[config.mk]
export PLATFORM = sky130hd
export DESIGN_NAME = feedback_rx
export DESIGN_NICKNAME = d
export VERILOG_FILES = /design/src/rtl/feedback_rx_pkg.sv /design/src/rtl/feedback_rx.sv
export SDC_FILE = /design/constraint.sdc
export NUM_CORES = 1
export LEC_CHECK = 0
export ABC_CLOCK_PERIOD_IN_PS = 3300
export BUFFER_PORTS_ARGS = -buffer_cell sky130_fd_sc_hd__buf_4
export CELL_PAD_IN_SITES_DETAIL_PLACEMENT = 1
export CELL_PAD_IN_SITES_GLOBAL_PLACEMENT = 2
export CORE_ASPECT_RATIO = 1.25
export CORE_MARGIN = 2
export CORE_UTILIZATION = 40
export CTS_CLUSTER_DIAMETER = 30
export DETAILED_ROUTE_END_ITERATION = 10
export HOLD_SLACK_MARGIN = 0.12
export PLACE_DENSITY_LB_ADDON = 0.1
export SLEW_MARGIN = 5
export SYNTH_ARGS = -nofsm -noshare
export SYNTH_HDL_FRONTEND = slang
export SYNTH_SLANG_ARGS = --single-unit
[constraint.sdc]
create_clock -name clock -period 3.3 [get_ports clock]
set_input_delay 0.495 -clock clock [delete_from_list [all_inputs] [get_ports clock]]
set_output_delay 0.495 -clock clock [all_outputs]
set_load 0.02 [all_outputs]
[src/rtl/feedback_rx_pkg.sv]
`default_nettype none
// ============================================================================
//  Module   : feedback_rx_pkg
//  Purpose  : Shared constants and state encoding for the feedback packet
//             receiver (table base addresses, broadcast ID, FSM states).
//  Revision : 1.0  initial release
// ============================================================================
package feedback_rx_pkg;

    // Base byte address of the per-node Q-value table
    localparam logic [15:0] Q_TABLE_BASE    = 16'h0048;
    // Base byte address of the per-node battery-status table
    localparam logic [15:0] BATT_TABLE_BASE = 16'h0148;
    // Destination ID that every node accepts
    localparam logic [15:0] BROADCAST_ID    = 16'hFFFF;

    // Receiver state encoding
    typedef enum logic [3:0] {
        ST_IDLE    = 4'd0,
        ST_SRC     = 4'd1,
        ST_BATT    = 4'd2,
        ST_VAL     = 4'd3,
        ST_CLUS    = 4'd4,
        ST_DEST    = 4'd5,
        ST_CHECK   = 4'd6,
        ST_WR_BATT = 4'd7,
        ST_WR_VAL  = 4'd8,
        ST_DONE    = 4'd9,
        ST_DROP    = 4'd10
    } state_t;

endpackage : feedback_rx_pkg
`default_nettype wire

[src/rtl/feedback_rx.sv]
`default_nettype none
// ============================================================================
//  Module   : feedback_rx
//  Purpose  : Receives a five-word feedback packet (source, battery, value,
//             cluster, destination), filters it against this node's identity
//             and commits battery and value words into per-source tables.
//  Options  : FEEDBACK_CLUSTER_FILTER_EN - when defined, packets whose cluster
//             ID differs from MY_CLUSTER_ID are dropped.
//  Revision : 1.0  initial release
// ============================================================================
module feedback_rx
    import feedback_rx_pkg::*;
#(
    parameter int WORD_WIDTH    = 16,
    parameter int TABLE_ENTRIES = 128
) (
    input  logic                  clock,
    input  logic                  nreset,
    input  logic                  start,
    input  logic                  in_valid,
    input  logic [WORD_WIDTH-1:0] in_data,
    input  logic [WORD_WIDTH-1:0] MY_NODE_ID,
    input  logic [WORD_WIDTH-1:0] MY_CLUSTER_ID,
    output logic [WORD_WIDTH-1:0] address,
    output logic                  wr_en,
    output logic [WORD_WIDTH-1:0] data_out,
    output logic                  done,
    output logic                  drop
);

    // One extra bit so a table size equal to 2^WORD_WIDTH still compares correctly
    localparam logic [WORD_WIDTH:0] TABLE_LIMIT = (WORD_WIDTH+1)'(TABLE_ENTRIES);

    state_t                state;

    // Captured packet fields
    logic [WORD_WIDTH-1:0] src_id;
    logic [WORD_WIDTH-1:0] batt_stat;
    logic [WORD_WIDTH-1:0] fb_value;
    logic [WORD_WIDTH-1:0] cluster_id;
    logic [WORD_WIDTH-1:0] dest_id;

    // Derived decision terms
    logic                  dest_ok;
    logic                  src_in_range;
    logic                  src_not_self;
    logic                  cluster_ok;
    logic                  accept;
    logic [WORD_WIDTH-1:0] src_x2;
    logic [WORD_WIDTH-1:0] batt_addr;
    logic [WORD_WIDTH-1:0] val_addr;

    // Tables hold 16-bit entries, so each source occupies two bytes
    assign src_x2    = {src_id[WORD_WIDTH-2:0], 1'b0};
    // Address sums deliberately wrap at WORD_WIDTH bits
    assign batt_addr = WORD_WIDTH'(BATT_TABLE_BASE) + src_x2;
    assign val_addr  = WORD_WIDTH'(Q_TABLE_BASE)    + src_x2;

    assign dest_ok      = (dest_id == MY_NODE_ID) || (dest_id == WORD_WIDTH'(BROADCAST_ID));
    assign src_in_range = ({1'b0, src_id} < TABLE_LIMIT);
    // A node never records feedback about itself
    assign src_not_self = (src_id != MY_NODE_ID);

`ifdef FEEDBACK_CLUSTER_FILTER_EN
    assign cluster_ok = (cluster_id == MY_CLUSTER_ID);
`else
    // Cluster ID is still captured so the word stream stays aligned, but unused
    assign cluster_ok = 1'b1;
    logic unused_cluster;
    assign unused_cluster = &{1'b0, cluster_id, MY_CLUSTER_ID};
`endif

    assign accept = dest_ok && src_in_range && src_not_self && cluster_ok;

    // Packet FSM; outputs are registered so they line up with the state they belong to
    always_ff @(posedge clock or negedge nreset) begin
        if (!nreset) begin
            state      <= ST_IDLE;
            src_id     <= '0;
            batt_stat  <= '0;
            fb_value   <= '0;
            cluster_id <= '0;
            dest_id    <= '0;
            wr_en      <= 1'b0;
            address    <= '0;
            data_out   <= '0;
            done       <= 1'b0;
            drop       <= 1'b0;
        end else begin
            // Outputs idle unless the next state drives them
            wr_en    <= 1'b0;
            address  <= '0;
            data_out <= '0;
            done     <= 1'b0;
            drop     <= 1'b0;

            case (state)
                ST_IDLE: begin
                    if (start) begin
                        state <= ST_SRC;
                    end
                end

                ST_SRC: begin
                    if (in_valid) begin
                        src_id <= in_data;
                        state  <= ST_BATT;
                    end
                end

                ST_BATT: begin
                    if (in_valid) begin
                        batt_stat <= in_data;
                        state     <= ST_VAL;
                    end
                end

                ST_VAL: begin
                    if (in_valid) begin
                        fb_value <= in_data;
                        state    <= ST_CLUS;
                    end
                end

                ST_CLUS: begin
                    if (in_valid) begin
                        cluster_id <= in_data;
                        state      <= ST_DEST;
                    end
                end

                ST_DEST: begin
                    if (in_valid) begin
                        dest_id <= in_data;
                        state   <= ST_CHECK;
                    end
                end

                ST_CHECK: begin
                    if (accept) begin
                        state    <= ST_WR_BATT;
                        wr_en    <= 1'b1;
                        address  <= batt_addr;
                        data_out <= batt_stat;
                    end else begin
                        state <= ST_DROP;
                        drop  <= 1'b1;
                    end
                end

                ST_WR_BATT: begin
                    state    <= ST_WR_VAL;
                    wr_en    <= 1'b1;
                    address  <= val_addr;
                    data_out <= fb_value;
                end

                ST_WR_VAL: begin
                    state <= ST_DONE;
                    done  <= 1'b1;
                end

                ST_DONE: begin
                    state <= ST_IDLE;
                end

                ST_DROP: begin
                    state <= ST_IDLE;
                end

                default: begin
                    state <= ST_IDLE;
                end
            endcase
        end
    end

endmodule : feedback_rx
`default_nettype wire

### Yosys cells after proc, flatten, opt, wreduce, memory -nomap -nowiden

Index checks and enable logic that the tools add are counted.

* add/sub/neg operators: 2
* $mul: 0
* divide/modulo/power cells: 0
* magnitude comparators: 1
* equality and inequality tests: 17
* shift-type cells: 0
* muxes and demuxes: 17
* bitwise gates (word level): 0
* reduce and logical (&&, ||, !) cells: 9

Operator list (number)
* $pmux W16 S2: 2
* $pmux W4 S9: 1
* $mux W16: 2
* $mux W4: 7
* $add A7 B16 Y16 const A: 1
* $add A9 B16 Y16 const A: 1
* $eq A16 B16 Y1: 1
* $eq A16 B16 Y1 const B: 1
* $eq A4 B3 Y1 const B: 4
* $lt A16 B8 Y1 const B: 1
* $ne A16 B16 Y1: 1
* $ne A2 B2 Y1 const B: 6
* $eq A4 B2 Y1 const B: 2
* $reduce_and A2 Y1: 4
* $reduce_and A6 Y1: 1
* $eq A4 B1 Y1 const B: 1
* $eq A4 B4 Y1 const B: 1
* $logic_not A4 Y1: 1
* $mux W1: 4
* $logic_and A1 B1 Y1: 2
* $pmux W1 S2: 1
* $logic_or A1 B1 Y1: 1

* register bits: 103
* latch bits: 0
* memory bits (writable): 0
* memory bits (read-only): 0
* input port bits: 52
* output and inout bits: 35
* logic and storage cells: 56
* memories: 0

### Depth between registers and ports, before layout

* depth in word-level cells: 6
* gate-level depth with buffers: 8
* mapped depth without buffers: 6

### Worst setup path before layout

OpenSTA, ideal clock, no wires.

* path type: input to register
* start point: in MY_NODE_ID[1]
* end point: reg data_out[11]
* library setup time: 74 ps
* arrival time: 1705 ps
* required time: 3226 ps
* slack: 1521 ps
* stages: 7
* cell sequence: xor2_1 -> nor4_1 -> nand4_1 -> a211o_1 -> buf_6 -> buf_6 -> o21ai_2

* cells in the longest elaborated chain, start to end: 6
* elaborated cells between the ends (all ways): 7
* those cells by class: eq/ne: 2; mux: 2; reduce/logical: 3

RTL lines
* start: declaration: line feedback_rx.sv:22 `input logic [WORD_WIDTH-1:0] MY_NODE_ID,`
* $eq A16 B16 Y1: line feedback_rx.sv:59 `assign dest_ok = (dest_id == MY_NODE_ID) || (dest_id == WORD_WIDTH'(BROADCAST_ID));`
* $logic_or A1 B1 Y1: line feedback_rx.sv:59
* $logic_and A1 B1 Y1: line feedback_rx.sv:73 `assign accept = dest_ok && src_in_range && src_not_self && cluster_ok;`
* $logic_and A1 B1 Y1 *: line feedback_rx.sv:73
* $mux W16 *: line feedback_rx.sv:140 `if (accept) begin`
* $pmux W16 S2 *: line feedback_rx.sv:97 `case (state)`
* end signal: assignment: line feedback_rx.sv:144 `data_out <= batt_stat;`
* end signal: assignment: line feedback_rx.sv:155 `data_out <= fb_value;`
* end: declaration: line feedback_rx.sv:26 `output logic [WORD_WIDTH-1:0] data_out,`

Mark *: on every way between the ends. The rest lies on a longest branch, timed or not.
A chain may end at the register's enable or synchronous reset.

### Worst setup path after layout

* start point: reg src_id[3]
* end point: reg data_out[1]

* cells in the longest elaborated chain, start to end: 5
* elaborated cells between the ends (all ways): 6
* those cells by class: order compare: 1; eq/ne: 1; mux: 2; reduce/logical: 2

RTL lines
* start: declaration: line feedback_rx.sv:37 `logic [WORD_WIDTH-1:0] src_id;`
* start signal: assignment: line feedback_rx.sv:106 `src_id <= in_data;`
* $lt A16 B8 Y1: line feedback_rx.sv:60 `assign src_in_range = ({1'b0, src_id} < TABLE_LIMIT);`
* $logic_and A1 B1 Y1: line feedback_rx.sv:73
* $logic_and A1 B1 Y1 *: line feedback_rx.sv:73
* $mux W16 *: line feedback_rx.sv:140
* $pmux W16 S2 *: line feedback_rx.sv:97

Marks and branches as above.

==> results.md <==
* Post-synth top area cell: dfrtp_1
* Synth Net Count at 421
* Arr. time, crit path at 2.60 ns
* Global route overflow at 0
* Critical path cell sequence: xnor2_1 > nand4_1 > nor4_1 > a211o_1 > buf_4 > o21ai_0
* Placer Congestion at 0.788
* Setup bufs post-CTS at 0
* Pwr Density at 834 nW/um^2
* Comb pwr share at 0.310
* Largest net degree at the start of global routing at 58
* Cts hold-fix bufs at 0
* Seq. cell area at 2550 sq um
* Largest cells by area after synthesis: dfrtp_1, mux2_2, xnor2_1
* Yosys reg bits at 102
* Core box area at 11100 sq um
* Ys async rst share at 1.00
* Leading cell type in the layout, fill and taps excluded: dfrtp_1
* Initial core utilization at 0.411
* IO Count at 87
* WL/cell at 18.7 um
* Ys Warns at 0
* RSZ-0062 raised after global routing: no
* Clock transition at path regs at 0.07 ns
* Final setup TNS at 0 ns
* Type of the tightest min-delay check: primary input to async pin
* Post-detail-place hpwl at 7.64 mm
* Critical path's slowest cell: a211o_1
* Syn Area/Cell at 12.4 sq um
* Max frequency at 417 MHz
* Worst Setup Start Kind: flip-flop
* Number of buffers created by CTS at 9
* Met1 Wirelength at 4.83 mm
* Count of cell types in the netlist at 36
* Crit path buffers/inverters at 1
* Worst Setup End Kind: flip-flop
* Clock Sinks at 102
* Die area at 12300 sq um
* Vias per cell at 5.40
* Max H-tree Level at 3
* Post-route cell area at 5540 sq um
* Number of flops mapped to enable cells by yosys at 0
* VDD IR-drop max at 0.000477 V
* Fillers at 1179
* Die Ht at 124 um
* CTS tree: built
* Cell area after synthesis at 4580 sq um
* Post-Syn Instances at 368
* Setup Skew at 0.00775 ns
* Commonest non-fill, non-tap cells in the layout: dfrtp_1, buf_4, mux2_2, nand3_1, xnor2_1
* Initial antenna violation count at 0
* Post-route ant nets at 0
* Internal at 3.07 mW
* Chip width at 99.7 um
* Clk buf depth at 2
* # diodes at 0
* Reg power frac at 0.458
* Switching power at 1.55 mW
* CP Class: flip-flop to flip-flop
* Multi-input logic area at 1900 sq um
* First-pass iteration count of the detailed router at 4
* DRT Wirelength at 10.7 mm
* Tmin final at 2.40 ns
* Root Driver: clkbuf_16
* Metal2 WL at 5.47 mm
* First-pass GRT wire length at 17.3 mm
* Max-cap viol count at 0
* Register area share after synthesis at 0.557
* Site row count at 43
* Sw Ratio at 0.336
* Rel. slew slack at 0.468
* Max Used Layer: met4
* Primary FF master, synth: dfrtp_1
* Worst Path Required at 3.50 ns
* Share of layout cells above drive strength 1 at 0.402
* Max Fanout on Critical Path at 17
* Drt drc at 0
* Total GRT Usage at 0.186
* Slowest cell delay on critical path at 0.48 ns
* Area post-placement at 5240 sq um
* Synth top area share at 0.557
* Final period util at 0.728
* Lkg Pwr at 2.44 nW
* Hold Fails Final Rpt at 0
* Slew Limit Fails at 0
* Nets@finish at 488
* Final Setup Violations at 0
* Post-CTS resize count at 0
* Worst-skew pair later-pin latency at 0.34 ns
* Vias in the first global route at 3214
* Delay-heaviest family, CP: compound AO/OA/AOI/OAI gates
* Routed via count at 3106
* Status: finished clean
* DR WL met3 at 268 um
* Worst-margin pin slew at 0.796 ns
* Number of DRC markers in iteration 0 at 86
* Core Util, Final at 0.497
* Syn-to-layout area delta at 20.9%
* WHS at 0.140 ns
* Port Buf Inserts at 69
* Clk pwr share at 0.232
==> path summary, 6_finish.rpt <==
| path | endpoint | startpoint | slack [ns] | depth (start not counted) |
|---|---|---|---|---|
| worst max-delay path | data_out[1]$_DFF_PN0_ | src_id[3]$_DFFE_PN0P_ | 0.90 | 6 |
| worst min-delay path | address[14]$_DFF_PN0_ | nreset | 0.14 | 1 |
| worst max register to register | data_out[1]$_DFF_PN0_ | src_id[3]$_DFFE_PN0P_ | 0.90 | 6 |
| worst min register to register | batt_stat[4]$_DFFE_PN0P_ | batt_stat[4]$_DFFE_PN0P_ | 0.51 | 1 |
| max in group asynchronous | src_id[6]$_DFFE_PN0P_ | nreset | 2.40 | 2 |
| min in group clock | src_id[5]$_DFFE_PN0P_ | in_data[5] | 0.42 | 2 |
==> cell type report <==
type	instances	area share
Clock inverter	5	0.0106
Timing Repair Buffer	79	0.109
Clock buffer	11	0.0438
Multi-Input combinational cell	241	0.343
Tap cell	135	0.0305
Sequential cell	102	0.461
Inverter	2	0.00136
==> logic make-up after synthesis <==
family | synth area share
AOI/OAI and AO/OA | 0.0650
DFF | 0.557
and+or+nand+nor | 0.105
buffers and inverters | 0.0279
adders and majority gates | 0.00273
xor gates and xnor gates | 0.0841
other | 0.000819
muxes | 0.157
==> power by group through the flow <==
stage	registers [mW]	logic, mW	clock network (mW)
after global placement	2.11	1.41	0
final	2.12	1.43	1.07
after detailed placement	2.14	1.45	0
after CTS	2.12	1.46	1.10
after global routing	2.20	1.57	1.15
after floorplan	1.99	1.13	0
==> state kept, by name (all words and copies together) (netlist names) <==
register   flops
batt_stat     16
data_out      16
dest_id       16
fb_value      16
src_id        16
address       15
state          4
done           1
drop           1
wr_en          1
==> per-stage QoR <==
step           setup slack [ns]  std cells  power, mW
2_1_floorplan              1.52        368       3.12
3_3_place_gp              0.759        559       3.53
3_5_place_dp              0.729        559       3.59
4_1_cts                   0.859        575       4.68
5_1_grt                   0.707        575       4.92
6_report                  0.899        575       4.62
==> metal layers <==
layer	track usage	vias up
li1	-	1435
met1	0.245	1602
met2	0.318	57
met3	0.0241	12
met4	0.0668	0
met5	0	-
==> cell usage after synthesis, types with 2 or more instances <==
library cell  number
mux2_2            64
nor2_1            12
buf_6              3
nor4_1             6
dfrtp_1          102
nand2_1            9
and3_1             5
xor2_1            21
nand4_1           11
o21ai_2           13
xnor2_1           23
o22ai_1            2
o21ai_0            4
a211o_1            2
and2_1             3
a2111oi_0          2
a21oi_2            5
o21a_1             3
a211oi_1           3
nor3_1             3
nand3_1           40
buf_2              6
clkbuf_1          13
Power figures use the tool's default switching activity.
